--- config.mk ---
export PLATFORM = sky130hd
export DESIGN_NAME = uart_rx_8n1_flat
export DESIGN_NICKNAME = d
export VERILOG_FILES = /design/src/rtl/uart_pkg.sv /design/src/rtl/uart_rx_8n1_if.sv /design/src/rtl/uart_rx_sync.sv /design/src/rtl/uart_rx_8n1.sv /design/src/flat_wrapper.sv
export SDC_FILE = /design/constraint.sdc
export NUM_CORES = 1
export LEC_CHECK = 0
export BUFFER_PORTS_ARGS = -buffer_cell sky130_fd_sc_hd__buf_2
export CORE_MARGIN = 1
export CORE_UTILIZATION = 52
export CTS_BUF_LIST = sky130_fd_sc_hd__clkbuf_16
export DETAILED_ROUTE_END_ITERATION = 7
export PLACE_DENSITY = 0.73
export SLEW_MARGIN = 0
export SYNTH_ARGS = -nofsm -noshare
export SYNTH_HDL_FRONTEND = slang
export SYNTH_SLANG_ARGS = --single-unit
--- constraint.sdc ---
create_clock -name baud_clk -period 2.6 [get_ports baud_clk]
set_clock_uncertainty 0.05 [all_clocks]
set_input_delay 0.52 -clock baud_clk [delete_from_list [all_inputs] [get_ports baud_clk]]
set_output_delay 0.52 -clock baud_clk [all_outputs]
set_load 0.02 [all_outputs]
--- src/rtl/uart_pkg.sv ---
// Shared constants and state encoding for the 8N1 UART receive path.
// Imported by the synchroniser, the interface and the receiver top.
package uart_pkg;

   typedef enum logic [2:0] {
      IDLE,
      START,
      DATA,
      STOP,
      BREAK
   } rx_state_t;

   localparam logic UART_HIGH = 1'b1;
   localparam logic UART_LOW  = 1'b0;

   localparam int DEF_OVERSAMPLE = 16;
   localparam int DATA_BITS      = 8;
   localparam int STOP_BITS      = 1;

endpackage

--- src/rtl/uart_rx_8n1_if.sv ---
// Serial line in, received byte and status strobes out.
// The receiver takes the master side; the byte consumer the slave side.
interface uart_rx_8n1_if;
   import uart_pkg::*;

   logic                 uart_rx;
   logic [DATA_BITS-1:0] data;
   logic                 valid;
   logic                 frame_err;
   logic                 busy;

   modport master (
      input  uart_rx,
      output data,
      output valid,
      output frame_err,
      output busy
   );

   modport slave (
      output uart_rx,
      input  data,
      input  valid,
      input  frame_err,
      input  busy
   );

endinterface

--- src/rtl/uart_rx_sync.sv ---
// Two-flop synchroniser for the asynchronous serial line.
// Resets to the idle (high) level so reset never looks like a start bit.
module uart_rx_sync
   import uart_pkg::*;
(
   input  logic baud_clk,
   input  logic rst,
   input  logic d,
   output logic q
);

   logic meta;

   always_ff @(posedge baud_clk or posedge rst) begin
      if (rst) begin
         meta <= UART_HIGH;
         q    <= UART_HIGH;
      end else begin
         meta <= d;
         q    <= meta;
      end
   end

endmodule

--- src/rtl/uart_rx_8n1.sv ---
// Oversampling 8N1 UART receiver: resyncs on each start edge,
// samples mid-bit, strobes valid on a good stop bit, frame_err otherwise.
module uart_rx_8n1
   import uart_pkg::*;
#(
   parameter int OVERSAMPLE = DEF_OVERSAMPLE
) (
   input  logic          baud_clk,
   input  logic          rst,
   uart_rx_8n1_if.master bus
);

   localparam int CNT_W = $clog2(OVERSAMPLE);
   localparam logic [CNT_W-1:0] HALF = CNT_W'(OVERSAMPLE / 2 - 1);
   localparam logic [CNT_W-1:0] LAST = CNT_W'(OVERSAMPLE - 1);
   localparam logic [2:0] IDX_LAST = 3'(DATA_BITS - 1);

   rx_state_t            state, state_n;
   logic [CNT_W-1:0]     cnt, cnt_n;
   logic [2:0]           idx, idx_n;
   logic [DATA_BITS-1:0] sh, sh_n;
   logic [DATA_BITS-1:0] data_q, data_n;
   logic                 valid_q, valid_n;
   logic                 ferr_q, ferr_n;
   logic                 rx_s;

   uart_rx_sync u_sync (
      .baud_clk (baud_clk),
      .rst      (rst),
      .d        (bus.uart_rx),
      .q        (rx_s)
   );

   always_ff @(posedge baud_clk or posedge rst) begin
      if (rst) begin
         state   <= IDLE;
         cnt     <= '0;
         idx     <= '0;
         sh      <= '0;
         data_q  <= '0;
         valid_q <= 1'b0;
         ferr_q  <= 1'b0;
      end else begin
         state   <= state_n;
         cnt     <= cnt_n;
         idx     <= idx_n;
         sh      <= sh_n;
         data_q  <= data_n;
         valid_q <= valid_n;
         ferr_q  <= ferr_n;
      end
   end

   always_comb begin
      state_n = state;
      cnt_n   = cnt;
      idx_n   = idx;
      sh_n    = sh;
      data_n  = data_q;
      valid_n = 1'b0;
      ferr_n  = 1'b0;
      unique case (state)
         IDLE: begin
            if (rx_s == UART_LOW) begin
               state_n = START;
               cnt_n   = '0;
            end
         end
         START: begin
            cnt_n = cnt + 1'b1;
            if (cnt == HALF) begin
               cnt_n = '0;
               if (rx_s == UART_LOW) begin
                  state_n = DATA;
                  idx_n   = '0;
               end else begin
                  state_n = IDLE;
               end
            end
         end
         DATA: begin
            cnt_n = cnt + 1'b1;
            if (cnt == LAST) begin
               cnt_n = '0;
               sh_n  = {rx_s, sh[DATA_BITS-1:1]};
               idx_n = idx + 1'b1;
               if (idx == IDX_LAST) state_n = STOP;
            end
         end
         STOP: begin
            cnt_n = cnt + 1'b1;
            if (cnt == LAST) begin
               cnt_n = '0;
               if (rx_s == UART_HIGH) begin
                  data_n  = sh;
                  valid_n = 1'b1;
                  state_n = IDLE;
               end else begin
                  ferr_n  = 1'b1;
                  state_n = BREAK;
               end
            end
         end
         // Held-low line must go high before another start is accepted
         BREAK: begin
            if (rx_s == UART_HIGH) state_n = IDLE;
         end
         default: begin
            state_n = IDLE;
         end
      endcase
   end

   assign bus.data      = data_q;
   assign bus.valid     = valid_q;
   assign bus.frame_err = ferr_q;
   assign bus.busy      = (state != IDLE);

endmodule

--- src/flat_wrapper.sv ---
// flat-port wrapper written by rule: the top's interface ports become plain ports
module uart_rx_8n1_flat import uart_pkg::*;
#(
   parameter int OVERSAMPLE = DEF_OVERSAMPLE
)
  (baud_clk, rst, bus_uart_rx, bus_data, bus_valid, bus_frame_err, bus_busy);
  uart_rx_8n1_if bus_i ();
  input  logic baud_clk;
  input  logic rst;
  input wire logic [$bits(bus_i.uart_rx)-1:0] bus_uart_rx;
  output wire logic [$bits(bus_i.data)-1:0] bus_data;
  output wire logic [$bits(bus_i.valid)-1:0] bus_valid;
  output wire logic [$bits(bus_i.frame_err)-1:0] bus_frame_err;
  output wire logic [$bits(bus_i.busy)-1:0] bus_busy;
  assign bus_i.uart_rx = bus_uart_rx;
  assign bus_data = bus_i.data;
  assign bus_valid = bus_i.valid;
  assign bus_frame_err = bus_i.frame_err;
  assign bus_busy = bus_i.busy;
  uart_rx_8n1 #(.OVERSAMPLE(OVERSAMPLE)) u_core (.baud_clk(baud_clk), .rst(rst), .bus(bus_i));
endmodule
# Yosys cells after proc, flatten, opt, wreduce, memory -nomap -nowiden
# Index checks and enable logic that the tools add are counted.
[word_totals]
regBits = 30
out_inout_bits = 11
wordCells = 58
[op_classes]
add_sub_neg = 2
n_eq_ne = 14
muxes = 23
n_reduce_logical = 10
[op_table]
columns = ["op", "count"]
rows = [
  ["2-to-1 mux 3 bit", 10],
  ["case mux 3 bit (5 select lines)", 1],
  ["2-to-1 mux 4 bit", 3],
  ["case mux 4 bit (3 select lines)", 1],
  ["inequality test 2 x 1 -> 1 bit, second input constant", 4],
  ["== test 3 x 2 -> 1 bit, second input constant", 2],
  ["== test 3 bit, second input constant", 2],
  ["2-to-1 mux 1 bit", 6],
  ["inequality test 2 bit, second input constant", 3],
  ["case mux 3 bit (2 select lines)", 1],
  ["AND reduction 6 bit", 1],
  ["nonzero test 3 bit", 2],
  ["adder 4 x 1 -> 4 bit, second input constant", 1],
  ["== test 4 x 3 -> 1 bit, second input constant", 1],
  ["== test 4 bit, second input constant", 1],
  ["AND reduction 2 bit", 2],
  ["AND reduction 4 bit", 1],
  ["adder 3 x 1 -> 3 bit, second input constant", 1],
  ["== test 3 x 1 -> 1 bit, second input constant", 1],
  ["zero test 3 bit", 1],
  ["AND reduction 3 bit", 1],
  ["2-to-1 mux 2 bit", 1],
  ["nonzero test 2 bit", 1],
  ["OR reduction 2 bit", 1],
]

# Depth between registers and ports, before layout
# Gate-level depths: netlist (run 1).
[depth]
word_depth = 4
ltp_mapped = 5

# Modules after synthesis
# From an unflattened synthesis (run 1), not the netlist that was laid out.
[hier_totals]
hier_cells = 105
hier_area_um2 = 1357.6
[by_module_without_submodules]
columns = ["mod", "n_inst", "cells_each", "area_each_um2"]
rows = [
  ["uart_rx_8n1", 1, 102, 1301.2],
  ["uart_rx_sync", 1, 3, 56.3],
]

# Worst setup path before layout (run 1)
# No wires, ideal clock.
[synth_path]
kind = "register to register"
start = "reg u_core.u_sync.q"
end = "reg u_core.data_q[0] (netlist: u_core.bus.data[0])"
arrival_ns = 1.471
required_time_ns = 2.425
path_slack_ns = 0.955
stages_incl_launch_ff = 5
n_path_buf = 1
period_less_slack_ns = 1.645
path_cell_list = "dfstp_2 -> buf_1 -> nand2_1 -> nor3_4 -> mux2_2"
[synth_between]
elab_chain_cells = 1
[synth_lines]
columns = ["item", "line_no", "text"]
rows = [
  ["from (decl)", "uart_rx_sync.sv:9", "output logic q"],
  ["from (signal assigned)", "uart_rx_sync.sv:20", "q <= meta;"],
  ["AND reduction 3 bit (no line)", "-", ""],
  ["to (signal assigned)", "uart_rx_8n1.sv:48", "data_q <= data_n;"],
  ["to (decl)", "uart_rx_8n1.sv:22", "logic [DATA_BITS-1:0] data_q, data_n;"],
]
# No other way between the ends.
# A chain may end at the register's enable or synchronous reset.

# Worst setup path in the final report (run 1)
[layout_path]
start = "reg u_core.state[1]"
end = "out bus_busy"
[layout_between]
elab_chain_cells = 1
[layout_lines]
columns = ["item", "line_no", "text"]
rows = [
  ["from (decl)", "uart_rx_8n1.sv:18", "rx_state_t state, state_n;"],
  ["from (signal assigned)", "uart_rx_8n1.sv:44", "state <= state_n;"],
  ["nonzero test 3 bit", "uart_rx_8n1.sv:117", "assign bus.busy = (state != IDLE);"],
  ["to (decl)", "flat_wrapper.sv:14", "output wire logic [$bits(bus_i.busy)-1:0] bus_busy;"],
]
# No other way between the ends.

==> results.md, run 1 <==
* Cell family with most CP delay: simple AND/OR/NAND/NOR gates
* CP peak stage delay at 0.49 ns
* Dpl hpwl at 1526 um
* Synth async-reset ratio at 100.0%
* CP Buf/Inv Count at 1
* Via density at 5.671
* Total CTS buffers at 5
* Max VDD drop at 616.8 uV
* Avg WL per Cell at 15.43 um
* Clock Tree Root: clkbuf_16
* GRT Resource Usage Total at 19.84%
* Routed WL at 2206 um
* Ys flop type: dfrtp_1
* Gr ovfl total at 0
* Max_slew headroom at 58.38%
* Clk Latency, worst-skew pair at 0.27 ns
* Row count at 17
* Setup TNS at 0 ns
* Ant. Diodes at 0
* Outcome: completed
* Io pins at 14
* IO buf count at 13
* P_leak at 0.8141 nW
* Number of clock sinks at 30
* Vias in the first global route at 740
* Post-synth cell types at 29
* Period utilization at 77.16%
* Crit path DAT at 1.44 ns
* Area Overhead vs Synth at 17.66%
* Synth Instances at 96
* Fin nets at 121
* Ys Warns at 0
* Full die area at 2711 um2
* Clk buf depth at 2
* Post-synth EDFFs at 0
* CTS clk-pin slew, worst paths at 0.05 ns
* RSZ-0062 raised after global routing: false
* Largest net degree at the start of global routing at 18
* ANT nets after route at 0
* Syn Nets at 102
* Core box area at 2297 um2
* Area after DPL at 1399 um2
* Hold_buf cts at 0
* GP Congestion at 0.7151
* Achievable frequency at 498.4 MHz
* Post-route cell area at 1534 um2
* Post-CTS Setup Bufs at 0
* First-pass GRT wire length at 3567 um
* Critical path fanouts, max at 9
* Final setup fails at 0
* CP cell instances: nor2_1, nand2_1, buf_2
* DRC violations left at 0
* Initial antenna violation count at 0
* DRT iter0 DRCs at 10
* Worst slew pin tran at 0.6237 ns
* Die Y at 52.07 um
* WS Path Type: flop to primary output
* CTS resizes at 0
* Synth Cell Area at 1304 um2
* Fillers at 160
* CTS tree: yes
* Seq/Total Area, Yosys at 57.77%
* PwrDens at 900.5 nW/um2
* Post-layout minimum cycle time at 2.006 ns
* Fin. Hold Viols at 0
* Chip width at 52.07 um
* Final Slew Violations at 0
* H-tree depth at 2
* Required @ worst endpoint at 2.03 ns
* Initial Util at 56.75%
* Via Count at 811
* Multi-input logic area at 504.2 um2
* #FFs+latches synth at 30
* Share of layout cells above drive strength 1 at 42.61%
* Max-Cap Viols at 0
* Crit end category: primary output
* Mapped Avg Cell Area at 13.58 um2
* Crit-path slowest cell: dfrtp_1
* Hold Path Class: input pin to asynchronous set/reset pin
* FF+latch area at 753.2 um2
* Element type at the critical path start: flop
* Detailed-router iteration count before antenna repair at 4
[registers in the layout, summed over array words and instances, names as in the netlist]
register and flops:
u_core.bus.valid 1, u_core.idx 3, u_core.u_sync.q 1, u_core.state 3
u_core.sh 8, u_core.cnt 4, u_core.bus.frame_err 1, u_core.u_sync.meta 1
u_core.bus.data 8
[worst paths after layout]
| path | cells after the start | slack, ns | from | endpoint |
|---|---|---|---|---|
| setup reg to reg | 4 | 0.81 | u_core.cnt[0] | u_core.bus.data[1] |
| setup / recovery | 3 | 0.59 | u_core.state[1] | bus_busy |
| max in group asynchronous | 3 | 1.60 | rst | u_core.sh[3] |
| hold reg to reg | 0 | 0.30 | u_core.u_sync.meta | u_core.u_sync.q |
| hold / removal | 2 | 0.27 | rst | u_core.bus.data[6] |
| min in group baud_clk | 1 | 0.30 | bus_uart_rx | u_core.u_sync.meta |
[layout by cell type, fill, tap and decap left out, types with 3 or more instances in the layout]
master and count:
nor2_1 5, buf_2 13, mux2_2 19, nand2_1 3, buf_4 3, clkbuf_16 5
a22o_1 3, a21oi_1 3, inv_1 5, dfrtp_1 28, ha_1 3
[final cells by class]
| type | count | share of cell area [%] |
|---|---|---|
| clock buffers | 5 | 8.157 |
| inverters | 5 | 1.223 |
| multi-input cells | 57 | 32.87 |
| clock inverters | 2 | 0.6525 |
| repair buffers | 16 | 5.710 |
| flip-flops and latches | 30 | 49.10 |
| well taps | 28 | 2.284 |
[stage by stage]
| stage | utilization (%) | setup WS [ns] | total power [mW] | hold WS (ns) | cells |
|---|---|---|---|---|---|
| detailed placement | 60.89 | 0.8035 | 0.8523 | 0.2975 | 136 |
| finish | 66.78 | 0.5938 | 1.381 | 0.2695 | 143 |
| CTS | 66.78 | 0.6004 | 1.392 | 0.2907 | 143 |
| floorplan | - | 0.9547 | 0.8013 | 0.2952 | 96 |
| global route | 66.78 | 0.5111 | 1.449 | 0.2930 | 143 |
| global placement | 60.89 | 0.8721 | 0.8412 | 0.2968 | 136 |
[cell usage after synthesis, types with 2 or more instances]
cell type  count  area (um2)
nor2_1         5       18.77
nor2b_1        2       12.51
dfstp_2        2       52.55
nand2_1        3       11.26
dfrtp_1       28       700.7
mux2_2        19       214.0
a21o_1         2       15.01
a22o_1         3       26.28
nor3_1         2       10.01
inv_1          5       18.77
ha_1           3       37.54
nor3b_1        2       15.01
a21oi_1        3       15.01
nand3_1        2       10.01
[per-layer routing]
| metal | part of all wire [%] | up-vias | routed length, um | GRT usage (%) |
|---|---|---|---|---|
| met5 | 0 | - | 0 | 0 |
| met2 | 46 | 17 | 1025 | 27.56 |
| met4 | 1.2 | 0 | 26 | 12.16 |
| met3 | 3.9 | 2 | 86 | 7.895 |
| met1 | 48 | 412 | 1068 | 25.63 |
| li1 | - | 380 | - | - |
[kinds of logic (layout without fill, tap and decap cells)]
| group | Yosys count | count (layout) | synth area share (%) |
|---|---|---|---|
| AND/OR/NAND/NOR | 21 | 21 | 10.84 |
| XOR/XNOR | 1 | 1 | 0.6719 |
| flip-flops | 30 | 30 | 57.77 |
| buffers and inverters | 9 | 28 | 3.551 |
| AO/OA/AOI/OAI | 13 | 13 | 7.870 |
| adder cells (fa/ha/maj) | 3 | 3 | 2.879 |
| multiplexers | 19 | 19 | 16.41 |
[report_power, final]
group | total, mW | switching (mW) | internal, mW
sequential | 0.603 | 0.0795 | 0.523
clock | 0.531 | 0.187 | 0.344
combinational | 0.247 | 0.124 | 0.123
total | 1.38 | 0.391 | 0.991
Note: power is estimated with default switching activity, not from simulation.
==> run 2: changes to the inputs <==
--- a/config.mk
+++ b/config.mk
@@ -5,12 +5,13 @@
 export SDC_FILE = /design/constraint.sdc
 export NUM_CORES = 1
 export LEC_CHECK = 0
+export ABC_AREA = 1
 export BUFFER_PORTS_ARGS = -buffer_cell sky130_fd_sc_hd__buf_2
 export CORE_MARGIN = 1
-export CORE_UTILIZATION = 52
+export CORE_UTILIZATION = 51
 export CTS_BUF_LIST = sky130_fd_sc_hd__clkbuf_16
 export DETAILED_ROUTE_END_ITERATION = 7
-export PLACE_DENSITY = 0.73
+export PLACE_DENSITY = 0.74
 export SLEW_MARGIN = 0
 export SYNTH_ARGS = -nofsm -noshare
 export SYNTH_HDL_FRONTEND = slang
==> constraint.sdc (replaced) <==
create_clock -name baud_clk -period 1.65 [get_ports baud_clk]
set_clock_uncertainty 0.05 [all_clocks]
set_input_delay 0.33 -clock baud_clk [delete_from_list [all_inputs] [get_ports baud_clk]]
set_output_delay 0.33 -clock baud_clk [all_outputs]
set_load 0.02 [all_outputs]
==> run 2 against run 1 <==
  * Area after synthesis grew 5.3%
  * Sequential cell count stayed put
  * Register-to-register slack lost 0.67 ns
  * Sequential power grew 52%
  * Non-clock buffer count fell by 2
  * Synthesized cell count rose by 55%
  * Routed wire length rose by 4.4%
  * Worst hold slack worse by 0.27 ns
  * Critical path type unchanged
  * Largest cell class unchanged
  * Largest power group unchanged
==> results.md, run 2 <==
* Crit end category: primary output
* Largest net degree at the start of global routing at 21 (+3)
* DRC violations left at 0 (unchanged)
* Power consumption at 2.293 mW (+66%)
* Setup TNS at 0 ns (unchanged)
* Reg-to-Reg End: u_core.idx[1]
* Post-synth EDFFs at 0 (unchanged)
* Fin nets at 174 (+44%)
* CTS tree: yes
* Crit-path slowest cell: dfrtp_1
* GP Congestion at 0.8158 (+14%)
* Highest-count cells in the layout ignoring fill and taps: nand2_1 (40), dfrtp_1 (28), inv_1 (22)
* Clk Latency, worst-skew pair at 0.27 ns (about the same)
* CTS clk-pin slew, worst paths at 0.05 ns (about the same)
* Detailed-router iteration count before antenna repair at 4 (unchanged)
* Reg2Reg Setup Slack at 0.14 ns (-0.67 ns)
* CP peak stage delay at 0.45 ns (-0.04 ns)
* Post-CTS Setup Bufs at 0 (unchanged)
* Gr ovfl total at 0 (unchanged)
* Clk buf depth at 2 (unchanged)
* Achievable frequency at 646.8 MHz
* Full die area at 2903 um2 (+7.1%)
* Dpl cells at 191 (+40%)
* WS Path Type: flop to primary output
* Fin. Hold Viols at 0 (unchanged)
* ANT nets after route at 0 (unchanged)
* Initial antenna violation count at 0 (unchanged)
* Final setup fails at 0 (unchanged)
* Vias in the first global route at 910 (+23%)
* Post-synth cell types at 21 (-28%)
* P_leak at 0.8352 nW (+2.6%)
* First-pass GRT wire length at 3822 um (+7.1%)
* GRT Resource Usage Total at 19.56% (-0.28 points)
* Row count at 18 (+1)
* Via density at 4.935 (-13%)
* Dpl hpwl at 1663 um (+9.0%)
* Count leader, synth: nand2_1
* Hold Path Class: input pin to asynchronous set/reset pin
* Post-layout minimum cycle time at 1.546 ns
* RSZ-0062 raised after global routing: false
* Max VDD drop at 1089 uV (+77%)
* CP cell instances: nor2_2, nand2_1, buf_2
* R2R depth at 8 (+4)
* Area Overhead vs Synth at 17.41%
* H-tree depth at 2 (unchanged)
* #FFs+latches synth at 30 (unchanged)
* Via Count at 982 (+21%)
* Worst slew pin tran at 0.4408 ns (-0.1829 ns)
* DRT iter0 DRCs at 26 (+16)
* Core box area at 2500 um2 (+8.8%)
* Area after DPL at 1473 um2 (+5.3%)
* Critical path fanouts, max at 6 (-3)
* Synth Instances at 149 (+55%)
* Period utilization at 93.71%
* Synth area leaders: dfrtp_1 (51%), nand2_1 (11%), inv_1 (6.0%)
* Core Util, Final at 64.46% (-2.3 points)
* CP Buf/Inv Count at 1 (unchanged)
* IO buf count at 13 (unchanged)
* Number of clock sinks at 30 (unchanged)
* Post-route insts no fill at 199 (+39%)
* Synth top area share at 51.05% (-2.7 points)
* Synth Cell Area at 1373 um2 (+5.3%)
* Ant. Diodes at 0 (unchanged)
* Max_slew headroom at 70.58% (+12 points)
* Total CTS buffers at 5 (unchanged)
* Initial Util at 54.90% (-1.8 points)
* Outcome: completed
* Avg WL per Cell at 11.57 um (-25%)
* Mapped Avg Cell Area at 9.212 um2 (-32%)
* Final Slew Violations at 0 (unchanged)
* Yosys top cell by area: dfrtp_1
* RR Startpoint: u_core.cnt[0]
* Ys Warns at 0 (unchanged)
* Cell family with most CP delay: flip-flops
* Io pins at 14 (unchanged)
* Chip width at 53.88 um (+3.5%)
* Crit path DAT at 1.17 ns (-0.27 ns)
* Seq/Total Area, Yosys at 54.88% (-2.9 points)
* Post-route cell area at 1612 um2 (+5.1%)
* Required @ worst endpoint at 1.27 ns (-0.76 ns)
* PwrDens at 1423 nW/um2 (+58%)
* Routed WL at 2302 um (+4.4%)
* Share of layout cells above drive strength 1 at 22.49% (-20 points)
* Ys flop type: dfrtp_1
* Commonest non-fill, non-tap cell in the layout: nand2_1
* Top post-synthesis cells by count: nand2_1 (40), dfrtp_1 (28), inv_1 (22)
* Syn Nets at 155 (+52%)
* Synth async-reset ratio at 100.0% (unchanged)
* Clock Tree Root: clkbuf_16
* Die Y at 53.88 um (+3.5%)
* Element type at the critical path start: flop
* Max-Cap Viols at 0 (unchanged)
-- run 2: cell types whose count changed in the layout (fill, tap and decap cells not counted), moves of 3 or more --
cell,change
nand4_1,+3
nor2_1,+4
buf_4,-3
nand3_1,+5
clkinv_1,+3
mux2_2,-19
nand2_1,+37
nor2_4,+3
o21ai_0,+9
o21ai_2,+8
inv_1,+17
-- run 2: worst reg2reg max path, cell delays in order (launching register included) --
cell and delay [ns]:
dfrtp_1 0.40, ha_1 0.23, nand2_1 0.15, nor2_1 0.06
nor2_1 0.22, nor2_1 0.09, nand2_1 0.11, nand2_1 0.07
nand2_1 0.06
-- run 2: cell type report --
| class | count | area, um2 |
|---|---|---|
| Inverter | 23 | 86.33 |
| Fill cell | 204 | 888.4 |
| Clock buffer | 5 | 125.1 |
| Tap cell | 30 | 37.54 |
| Sequential cell | 30 | 753.2 |
| Multi-Input combinational cell | 94 | 513.0 |
| Clock inverter | 3 | 11.26 |
| Timing Repair Buffer | 14 | 85.08 |
-- run 2: repair_timing --
action | 4_1_cts | 5_1_grt
hold buffers | 0 | 0
gates resized for setup | 0 | 1
setup endpoints to repair | 0 | 1
-- run 2: kinds of logic (layout without fill, tap and decap cells) --
logic type	Yosys count	in the layout	share of synthesized area [%]
AO/OA/AOI/OAI	22	22	10.48
XOR/XNOR	1	1	0.6382
adder cells (fa/ha/maj)	3	3	2.735
buffers and inverters	25	45	7.930
flip-flops	30	30	54.88
AND/OR/NAND/NOR	68	68	23.34
-- run 2: metrics by stage --
stage | setup WS, ns | hold WS (ns)
6_report | 0.1038 | 0.002289
5_1_grt | 0.01090 | 0.05559
4_1_cts | 0.02997 | 0.01362
3_5_place_dp | 0.1221 | 0.2957
3_3_place_gp | 0.2078 | 0.3001
2_1_floorplan | 0.2941 | 0.2845
-- run 2: where the power goes --
part | internal (mW) | leakage [nW] | switching (mW)
combinational | 0.198 | 0.365 | 0.351
clock | 0.540 | 0.0663 | 0.287
sequential | 0.819 | 0.404 | 0.0980
-- run 2: worst max path at each step --
stage | cells past startpoint | slack, ns | start | to
5_1_grt | 3 | 0.01 | u_core.state[1] | bus_busy
3_3_place_gp | 8 | 0.21 | u_core.cnt[0] | u_core.idx[0]
2_1_floorplan | 8 | 0.29 | u_core.cnt[0] | u_core.idx[0]
3_5_place_dp | 8 | 0.12 | u_core.cnt[0] | u_core.idx[1]
4_1_cts | 3 | 0.03 | u_core.state[1] | bus_busy
6_report | 3 | 0.10 | u_core.state[1] | bus_busy
-- run 2: routing by layer --
metal | routed length, um | global-route usage [%] | up-vias
met4 | 34 | 9.211 | 0
met5 | 0 | 0 | -
met3 | 111 | 8.475 | 5
met1 | 1056 | 22.14 | 445
li1 | - | - | 510
met2 | 1100 | 31.48 | 22
